<file path="config.mk">
export PLATFORM = sky130hd
export DESIGN_NAME = sr_bank_ctrl
export DESIGN_NICKNAME = d
export VERILOG_FILES = /design/src/rtl/sr_bank_ctrl.sv
export SDC_FILE = /design/constraint.sdc
export NUM_CORES = 1
export LEC_CHECK = 0
export ABC_CLOCK_PERIOD_IN_PS = 1700
export BUFFER_PORTS_ARGS = -buffer_cell sky130_fd_sc_hd__buf_2
export CAP_MARGIN = 20
export CORE_ASPECT_RATIO = 1.75
export CORE_UTILIZATION = 45
export CTS_CLUSTER_SIZE = 14
export DETAILED_ROUTE_END_ITERATION = 7
export GPL_TIMING_DRIVEN = 0
export PLACE_DENSITY = 0.76
export SETUP_SLACK_MARGIN = 0.1
export SKIP_LAST_GASP = 1
export SLEW_MARGIN = 10
export SYNTH_ARGS = -nofsm -noshare
export SYNTH_HDL_FRONTEND = slang
export SYNTH_SLANG_ARGS = --single-unit
</file>
<file path="constraint.sdc">
create_clock -name c -period 1.7 [get_ports c]
set_input_delay 0.34 -clock c [delete_from_list [all_inputs] [get_ports c]]
set_output_delay 0.34 -clock c [all_outputs]
set_load 0.01 [all_outputs]
</file>
<file path="src/rtl/sr_bank_ctrl.sv">
// Round-robin controller sharing one bank of W SR flops among NREQ requesters.
// Each grant drives a one-cycle conflict-free s/r pulse, then checks the bank's readback.
module sr_bank_ctrl #(
  parameter int NREQ = 4,
  parameter int W    = 8
) (
  input  logic              c,
  input  logic              rs,
  input  logic [NREQ-1:0]   req,
  input  logic [NREQ*W-1:0] smask,
  input  logic [NREQ*W-1:0] rmask,
  input  logic [W-1:0]      q_in,
  output logic [W-1:0]      s_out,
  output logic [W-1:0]      r_out,
  output logic              bank_rst,
  output logic [NREQ-1:0]   gnt,
  output logic              done,
  output logic              err,
  output logic              busy
);

  localparam int IW = (NREQ > 1) ? $clog2(NREQ) : 1;

  typedef enum logic [1:0] {
    IDLE  = 2'd0,
    DRIVE = 2'd1,
    CHECK = 2'd2
  } state_e;

  state_e          state_q;
  logic [IW-1:0]   ptr_q;
  logic [IW-1:0]   win_q;
  logic [W-1:0]    sm_q;
  logic [W-1:0]    rm_q;
  logic [W-1:0]    cf_q;
  logic [W-1:0]    s_q;
  logic [W-1:0]    r_q;
  logic [NREQ-1:0] gnt_q;
  logic            done_q;
  logic            busy_q;
  logic            bank_rst_q;

  logic            found_d;
  logic            hit_d;
  logic [IW-1:0]   win_d;
  logic [IW:0]     cand_d;
  logic [W-1:0]    sm_d;
  logic [W-1:0]    rm_d;
  logic [IW-1:0]   ptr_inc_d;
  logic            mismatch_d;

  // Round-robin winner search, starting at ptr_q and wrapping modulo NREQ
  always_comb begin
    found_d = 1'b0;
    hit_d   = 1'b0;
    win_d   = ptr_q;
    cand_d  = '0;
    for (int i = 0; i < NREQ; i++) begin
      cand_d  = {1'b0, ptr_q} + (IW+1)'(i);
      cand_d  = (cand_d >= (IW+1)'(NREQ)) ? (cand_d - (IW+1)'(NREQ)) : cand_d;
      hit_d   = !found_d && req[cand_d[IW-1:0]];
      win_d   = hit_d ? cand_d[IW-1:0] : win_d;
      found_d = found_d | hit_d;
    end
    sm_d = smask[int'(win_d)*W +: W];
    rm_d = rmask[int'(win_d)*W +: W];
  end

  // Pointer advance and readback comparison over non-conflict mask bits only
  always_comb begin
    ptr_inc_d  = (win_q == IW'(NREQ-1)) ? '0 : (win_q + IW'(1));
    mismatch_d = |(((sm_q & ~cf_q) & ~q_in) | ((rm_q & ~cf_q) & q_in));
  end

  // Controller FSM; the first edge after reset release only clears the bank
  always_ff @(posedge c or negedge rs) begin
    if (!rs) begin
      state_q    <= IDLE;
      ptr_q      <= '0;
      win_q      <= '0;
      sm_q       <= '0;
      rm_q       <= '0;
      cf_q       <= '0;
      s_q        <= '0;
      r_q        <= '0;
      gnt_q      <= '0;
      done_q     <= 1'b0;
      busy_q     <= 1'b0;
      bank_rst_q <= 1'b1;
    end else if (bank_rst_q) begin
      bank_rst_q <= 1'b0;
    end else begin
      case (state_q)
        IDLE: begin
          gnt_q  <= '0;
          done_q <= 1'b0;
          if (found_d) begin
            win_q   <= win_d;
            sm_q    <= sm_d;
            rm_q    <= rm_d;
            cf_q    <= sm_d & rm_d;
            busy_q  <= 1'b1;
            state_q <= DRIVE;
          end else begin
            state_q <= IDLE;
          end
        end
        DRIVE: begin
          // Conflict bits are masked out of both pulses, so s & r is never set
          s_q     <= sm_q & ~cf_q;
          r_q     <= rm_q & ~cf_q;
          gnt_q   <= NREQ'(1'b1) << win_q;
          state_q <= CHECK;
        end
        CHECK: begin
          s_q     <= '0;
          r_q     <= '0;
          done_q  <= 1'b1;
          busy_q  <= 1'b0;
          ptr_q   <= ptr_inc_d;
          state_q <= IDLE;
        end
        default: begin
          s_q     <= '0;
          r_q     <= '0;
          gnt_q   <= '0;
          done_q  <= 1'b0;
          busy_q  <= 1'b0;
          state_q <= IDLE;
        end
      endcase
    end
  end

  assign s_out    = s_q;
  assign r_out    = r_q;
  assign gnt      = gnt_q;
  assign done     = done_q;
  assign busy     = busy_q;
  assign bank_rst = bank_rst_q;
  // The bank captures on the same edge that raises done, so the readback part
  // of err is judged on the live q_in while the registered done is high.
  assign err      = done_q & ((|cf_q) | mismatch_d);

endmodule

</file>
==> impl_metrics.tcl <==
set metrics [dict create \
    seq_area_frac_synth_pct 45.2 \
    hold_violations 0 \
    hpwl_um 6220 \
    p_total_w 0.00701 \
    maxCapViolCount 0 \
    drt_iter0_markers 159 \
    cp_max_fo 3 \
    antenna_found_initial 0 \
    fin_crit_sh_pct 123 \
    async_flop_share_pct 100 \
    mostFrequentLayoutCell "buf_2" \
    coreArea_um2 6230 \
    clock_path_buffers 2 \
    firstDrtPassIters 5 \
    synth_fp_nets 424 \
    place_inst 523 \
    p_leak_nw 2.16 \
    finClkSkew_ns 0.00540 \
    wl_per_cell_um 16.0 \
    io_buffers 101 \
    via_count 3145 \
    regArea_um2 1330 \
    yosys_most_used_dff "dfrtp_1" \
    dpl_worst_slack_ns -0.385 \
    worstMarginPinSlew_ns 0.500 \
    htreeDepth 2 \
    clkTransAtPathRegs_ns 0.10 \
    relSlewSlack_pct 66.7 \
    rsz0062_at_grt "yes" \
    yosys_register_bits 53 \
    crit_type "reg -> out" \
    syn_avg_cell_area_um2 8.58 \
    yosysWarnings 0 \
    area_growth_pct 42.0 \
    final.min_clock_period_ns 2.10 \
    reg2reg_depth 9 \
    diodes 0 \
    cts_root_buf "clkbuf_8" \
    gp_congestion 0.928 \
    grt_pass1_vias 3086 \
    grt_use_total_pct 25.5 \
    synth_area_um2 2930 \
    ant_nets 0 \
    fin_cells 554 \
    chipWidth_um 63.0 \
    fmaxAchievable_mhz 477 \
    reg2reg_slack_ns -0.39 \
    drc 0 \
    ir_drop_v 0.000940 \
    hp-start "smask[18]" \
    finalSetupTns_ns -6.38 \
    most-common-layout-cells "buf_2 (101), nand2_1 (81), dfrtp_1 (51)" \
    reg2reg_from "ptr_q[1]$_DFFE_PN0P_" \
    nFillCells 499 \
    rows 38 \
    slew_viol_final 0 \
    clk_latency_ns 0.31 \
    multi_input_area_um2 1620 \
    pin_count 102 \
    setup_slack_ns -0.398 \
    setup_viol 26 \
    start_kind "flop" \
    tritoncts "yes" \
    hp-class "in -> reg" \
    initial_core_util_pct 47.1 \
    reg2reg_to "cf_q[4]$_DFFE_PN0P_" \
    grt_max_degree 54 \
    cp-end-kind "primary output" \
    syn_inst 342 \
    dieHeight_um 109 \
    hold_path_end "cf_q[2]$_DFFE_PN0P_" \
    hold_depth 4 \
    clock_sink_count 53 \
    cp_data_required_time_ns 1.36 \
    drt_wl_total_um 8870 \
    status "complete, but fails checks" \
    grt_pass1_wl_um 13700 \
    die-area_um2 6860 \
    layout-drive-gt1-share_pct 43.2 \
    arrival_ns 1.76 \
    synth-edff-count 0 \
    synth.distinct_cells 41 \
    p_per_area_nw_per_um2 1680 \
    violations "setup timing" \
    overflow 0 \
    via_per_inst 5.68 \
    cts_inserted_buffers 5 \
    final_nets 555 \
]
## logic make-up after synthesis
kind of cell,after synthesis,synth area share [%]
multiplexers,9,3.16
buffers and inverters,29,4.69
AO/OA/AOI/OAI,105,23.7
flip-flops,53,45.2
adder cells (fa/ha/maj),4,1.71
other,1,0.128
AND/OR/NAND/NOR,141,21.4
## layout make-up
type	count	area share [%]
multi-input combinational	260	38.8
sequential	53	31.9
timing repair buffer	124	17.8
buffer	24	5.43
tap	80	2.40
clock buffer	5	1.65
clock inverter	3	1.56
inverter	5	0.480
## what timing repair did
action / 4_1_cts / 5_1_grt
pin swaps: 21 / 19
hold endpoints to repair: 0 / 15
cloned: 3 / 1
resized for setup: 57 / 34
setup endpoints to repair: 51 / 28
hold buffers: 0 / 1
setup buffers: 10 / 7
## critical path, stage by stage (launching register included)
cell and delay (ns):
dfrtp_1 0.42, nor3b_1 0.16, a2111oi_2 0.33, nand4_1 0.15, o31a_1 0.26, buf_2 0.14
## cell usage after synthesis (2+ instances only)
cell,number,area [um^2]
nor3_1,3,15.0
nor2b_1,3,18.8
nand3b_1,2,15.0
dfrtp_1,52,1300
buf_4,2,15.0
a32o_1,16,160
o31ai_2,4,50.1
and3_1,14,87.6
mux2_2,2,22.5
o21ai_0,18,90.1
mux2i_1,7,70.1
inv_1,4,15.0
nor2_1,13,48.8
a21o_1,2,15.0
o21ai_1,16,80.1
a21oi_1,32,160
ha_1,4,50.1
o22ai_1,2,12.5
nor4_1,2,12.5
or2_1,2,12.5
buf_2,5,25.0
a211o_1,2,17.5
o31ai_1,5,37.5
nand2_1,96,360
a22o_1,4,35.0
buf_6,2,22.5
clkbuf_1,14,52.6
## flip-flops by register name (all words and copies together), names as in the netlist
| name | cells |
|---|---|
| busy | 1 |
| state_q | 2 |
| s_out | 8 |
| gnt | 4 |
| r_out | 8 |
| done | 1 |
| win_q | 2 |
| cf_q | 8 |
| sm_q | 8 |
| rm_q | 8 |
| ptr_q | 2 |
| bank_rst | 1 |
## how the worst max path moves through the flow
stage / from / endpoint / slack (ns) / cells after the start
detailed placement: req[0] / cf_q[6]$_DFFE_PN0P_ / -0.38 / 8
finish: sm_q[6]$_DFFE_PN0P_ / err / -0.40 / 5
CTS: rm_q[4]$_DFFE_PN0P_ / err / -0.42 / 6
global placement: req[0] / cf_q[5]$_DFFE_PN0P_ / -0.35 / 8
global route: rm_q[4]$_DFFE_PN0P_ / err / -0.52 / 6
floorplan: ptr_q[1]$_DFFE_PN0P_ / cf_q[6]$_DFFE_PN0P_ / -0.06 / 8
## routing by layer
metal	part of all wire, %	up-vias	routed length [um]	track usage [%]
met5	0	-	0	0
met4	3.5	0	312	14.3
met1	37	1470	3260	26.6
met3	5.3	29	469	3.45
met2	54	174	4820	48.2
li1	-	1472	-	-
## through the flow
step,utilization [%],hold WS (ns),area (um^2)
final,66.9,0.404,4170
after global routing,66.9,0.408,4170
after CTS,63.9,0.276,3980
after detailed placement,57.0,0.487,3550
after global placement,57.0,0.483,3550
after floorplan,-,0.0444,2950
## where the power goes
group | leakage (nW) | switching (W) | internal (W)
Clock | 0.0681 | 0.000413 | 0.000585
Combinational | 1.42 | 0.00195 | 0.00180
Sequential | 0.668 | 0.000461 | 0.00180
Total | 2.16 | 0.00283 | 0.00418
No activity file was read; power rests on OpenSTA's default activity.
